$ cat src/rtl/ex_mem_reg.sv
// ex_mem_reg: EX/MEM pipeline register with set-instruction resolution,
// a four-bit condition flag register and a RUN/HALTED state machine.
//
// Ports
//   clk, rst            : clock (rising edge) and asynchronous active-high reset
//   ex_valid            : incoming slot holds a real instruction
//   ex_alu_out          : ALU result (WIDTH)
//   ex_zf/of/sf/cf      : flags produced by the ALU for this slot
//   ex_st_data          : store data (WIDTH)
//   ex_wr_reg           : destination register index (3)
//   ex_reg_write, ex_mem_read, ex_mem_write, ex_halt : control bits
//   ex_is_set, ex_setop : set instruction select (00 SEQ, 01 SLT, 10 SLE, 11 SCO)
//   stall, flush        : hold the register / squash the incoming slot
//   mem_*               : registered slot presented to the memory stage
//   flags               : registered {ZF,SF,OF,CF}
//   halted              : high while the state machine is in HALTED
// All outputs come straight from flops.
module ex_mem_reg #(
  parameter int WIDTH = 16
) (
  input  logic             clk,
  input  logic             rst,
  input  logic             ex_valid,
  input  logic [WIDTH-1:0] ex_alu_out,
  input  logic             ex_zf,
  input  logic             ex_of,
  input  logic             ex_sf,
  input  logic             ex_cf,
  input  logic [WIDTH-1:0] ex_st_data,
  input  logic [2:0]       ex_wr_reg,
  input  logic             ex_reg_write,
  input  logic             ex_mem_read,
  input  logic             ex_mem_write,
  input  logic             ex_halt,
  input  logic             ex_is_set,
  input  logic [1:0]       ex_setop,
  input  logic             stall,
  input  logic             flush,
  output logic             mem_valid,
  output logic             mem_reg_write,
  output logic             mem_mem_read,
  output logic             mem_mem_write,
  output logic             mem_halt,
  output logic [2:0]       mem_wr_reg,
  output logic [WIDTH-1:0] mem_result,
  output logic [WIDTH-1:0] mem_st_data,
  output logic [3:0]       flags,
  output logic             halted
);

  typedef enum logic {
    RUN    = 1'b0,
    HALTED = 1'b1
  } state_t;

  state_t           state;
  logic             cond;
  logic [WIDTH-1:0] next_result;

  // Set-instruction condition, evaluated on the flags of the incoming slot.
  always_comb begin
    cond = 1'b0;
    unique case (ex_setop)
      2'b00: cond = ex_zf;
      2'b01: cond = (ex_sf ^ ex_of) & ~ex_zf;
      2'b10: cond = (ex_sf ^ ex_of) | ex_zf;
      2'b11: cond = ex_cf;
      default: cond = 1'b0;
    endcase
  end

  always_comb begin
    next_result = ex_alu_out;
    if (ex_is_set) next_result = {{(WIDTH-1){1'b0}}, cond};
  end

  // halted is a decode of the state flop, so no input reaches it combinationally.
  assign halted = (state == HALTED);

  always_ff @(posedge clk or posedge rst) begin
    if (rst) begin
      state         <= RUN;
      mem_valid     <= 1'b0;
      mem_reg_write <= 1'b0;
      mem_mem_read  <= 1'b0;
      mem_mem_write <= 1'b0;
      mem_halt      <= 1'b0;
      mem_wr_reg    <= '0;
      mem_result    <= '0;
      mem_st_data   <= '0;
      flags         <= '0;
    end else begin
      unique case (state)
        HALTED: begin
          // Slot contents and flags freeze; only control is cleared.
          mem_valid     <= 1'b0;
          mem_reg_write <= 1'b0;
          mem_mem_read  <= 1'b0;
          mem_mem_write <= 1'b0;
          mem_halt      <= 1'b0;
        end
        RUN: begin
          if (flush) begin
            mem_valid     <= 1'b0;
            mem_reg_write <= 1'b0;
            mem_mem_read  <= 1'b0;
            mem_mem_write <= 1'b0;
            mem_halt      <= 1'b0;
            mem_wr_reg    <= '0;
            mem_result    <= '0;
            mem_st_data   <= '0;
          end else if (!stall) begin
            mem_valid     <= ex_valid;
            mem_reg_write <= ex_valid & ex_reg_write;
            mem_mem_read  <= ex_valid & ex_mem_read;
            mem_mem_write <= ex_valid & ex_mem_write;
            mem_halt      <= ex_valid & ex_halt;
            mem_wr_reg    <= ex_wr_reg;
            mem_result    <= next_result;
            mem_st_data   <= ex_st_data;
            if (ex_valid && !ex_is_set) flags <= {ex_zf, ex_sf, ex_of, ex_cf};
            if (ex_valid && ex_halt) state <= HALTED;
          end
        end
        default: state <= RUN;
      endcase
    end
  end

endmodule

$ cat config.mk
export PLATFORM = sky130hd
export DESIGN_NAME = ex_mem_reg
export DESIGN_NICKNAME = d
export VERILOG_FILES = /design/src/rtl/ex_mem_reg.sv
export SDC_FILE = /design/constraint.sdc
export NUM_CORES = 1
export LEC_CHECK = 0
export ABC_AREA = 1
export CORE_ASPECT_RATIO = 0.7
export CORE_MARGIN = 2
export CORE_UTILIZATION = 30
export DETAILED_ROUTE_END_ITERATION = 6
export GPL_ROUTABILITY_DRIVEN = 0
export SLEW_MARGIN = 20
export SYNTH_ARGS = -nofsm -noshare
export SYNTH_HDL_FRONTEND = slang
export SYNTH_SLANG_ARGS = --single-unit
$ cat constraint.sdc
create_clock -name clk -period 2.8 [get_ports clk]
set_input_delay 0.28 -clock clk [delete_from_list [all_inputs] [get_ports clk]]
set_output_delay 0.28 -clock clk [all_outputs]
set_load 0.1 [all_outputs]
==> reports/metrics.cfg <==
[status]
status=finished, final reports clean

[floorplanning]
io-pin-count=96
die_y_um=69.3
coreArea_um2=5810
std_cell_rows=23
die_x_um=97.3
dieArea_um2=6740
initial_core_util=0.314

[placement]
port_buffers=95
dpl.hpwl_um=3160

[clocking]
cts_tree=built
post-cts-setup-buffers=0
root_buffer=clkbuf_8
ctsResizeCount=0
clk_latency_ps=280
cts_max_level=2
cts_sinks=45
numCtsBuffers=5
clk_path_buf_depth=2
ctsHoldBuffers=0
clkSlewWorstSetupHoldPaths_ps=80

[sta]
fin_crit_ps=1430
hold_ws_ps=493
clock-skew-final_ps=5.75
finalSetupTns_ps=0
worstMarginPinSlew_ps=935
maxSlewHeadroom=0.376
hold_viol=0
setup_violations=0
fin_crit_sh=0.509
rsz0062_at_grt=no
timing.fmax_mhz=701
slew_viol_final=0

[setup_path]
cp-start-kind=primary input
cp-end-kind=flop
worst_ep_arrival_time_ps=1600
cp_data_required_time_ps=2970
r2r_slack_ps=1430
crit_fanout=50
path_class=in2reg

[drt]
wl_per_cell_um=13.2
avgViaCountPerCell=4.43
drtPass1Iterations=5
drtAntennaViolNets=0
drc=0
drt_iter0_drc=48
totalWireLength_um=4540
route.vias.total=1524

[pwr]
p_sw_frac=0.216
switchingPower_mw=0.246
power_leakage_nw=1.34
seq_power_share=0.570
p_clk_frac=0.337
powerDensity_nw_per_um2=412
post-layout-total-power_mw=1.14
irDropWorstVdd_mv=0.160
power.share.combinational=0.094
intPower_mw=0.894

[finish]
antenna_cells=0
final_nets=319
area_growth_pct=51.3
drive_gt1_frac=0.219
reg_top3=mem_result (16), mem_st_data (16), flags (4)

[synthesis]
synthTopCellsByArea=dfrtp_1, nand2_1, a22o_1
ys_seq_elements=45
yosysWarningCount=0
syn-cell-area_um2=1830
syn_nets=225
yosysSeqAreaShare=0.616
synth_cell_types=19
synth_top_area_frac=0.616
synth.largest_area_cell=dfrtp_1
synth.avg_cell_area_um2=10.5
syn_inst=174

[min_path]
min_path_type=reg2reg

[run]
cap_violations=0

[global_route]
track_usage=0.135
first_global_vias=1523
antenna_found_initial=0
grt_max_degree=51
grt_pass1_wl_um=7350
grt_overflow_total=0

[layout by cell type (no fill, tap or decap), drive strengths merged]
cell type and instances:
clkdlybuf4s50 50, nand2 49, dfrtp 45, buf 45, o21ai 24, a22o 19
inv 15, clkbuf 8, nand3 7, nor2 6, o22ai 1
[per-stage QoR]
step	worst slack, ps	util	std cells	cell area [um^2]
6_report	1370	0.476	344	2770
5_1_grt	1280	0.476	344	2770
4_1_cts	1390	0.476	344	2770
3_5_place_dp	1080	0.462	336	2690
3_3_place_gp	1090	0.462	336	2690
2_1_floorplan	985	-	174	1830
[worst paths after layout]
kind                                             from                     endpoint  depth (start not counted)
setup / recovery                                flush  mem_st_data[11]$_DFFE_PP0P_                          5
hold / removal             mem_result[14]$_DFFE_PP0P_   mem_result[14]$_DFFE_PP0P_                          2
setup reg to reg                     halted$_DFF_PP0_  mem_st_data[11]$_DFFE_PP0P_                          3
hold reg to reg            mem_result[14]$_DFFE_PP0P_   mem_result[14]$_DFFE_PP0P_                          2
max in group asynchronous                         rst  mem_st_data[12]$_DFFE_PP0P_                          2
min in group asynchronous                         rst    mem_wr_reg[0]$_DFFE_PP0P_                          2
[power by group through the flow]
stage / combinational [mW] / clock [mW] / sequential, mW
after floorplan: 0.0260 / 0 / 0.662
after global placement: 0.108 / 0 / 0.662
after detailed placement: 0.108 / 0 / 0.662
after CTS: 0.108 / 0.393 / 0.649
after global routing: 0.116 / 0.426 / 0.649
final: 0.107 / 0.384 / 0.649
[worst max-delay path: stages]
cell and delay, ps:
clkdlybuf4s50_1 570, inv_2 60, nand2_2 70, nand2_4 270, a22o_1 310
[cells in the mapped netlist]
library cell	number
nand2_2	2
dfrtp_1	45
nand2_4	1
buf_2	2
nand3_1	6
nor2_1	4
inv_4	1
nand3_4	1
nand2_1	46
inv_1	13
nor2_2	1
o21ai_0	11
inv_2	1
a22o_1	19
o21ai_1	13
o22ai_1	1
buf_6	5
buf_4	1
nor2_4	1
[cell type report]
type	count	area [um^2]
inverter	15	58.8
clock buffer	8	80.1
multi-input combinational	106	569
fill	554	3050
timing repair buffer	95	838
sequential	45	1130
tap	75	93.8
[per-layer routing]
metal | wire length, um | part of all wire | vias up | track usage
li1 | - | - | 766 | -
met1 | 2270 | 0.50 | 698 | 0.187
met2 | 1870 | 0.41 | 58 | 0.201
met3 | 393 | 0.087 | 2 | 0.0524
met4 | 8 | 0.0018 | 0 | 0.0278
met5 | 0 | 0 | - | 0
[logic make-up (layout without fill, tap and decap cells)]
| family | after synthesis | after routing | synth area share |
|---|---|---|---|
| compound gates | 44 | 44 | 0.160 |
| buf+inv | 23 | 118 | 0.0726 |
| flops | 45 | 45 | 0.616 |
| simple gates | 62 | 62 | 0.151 |
Power figures use the tool's default switching activity.
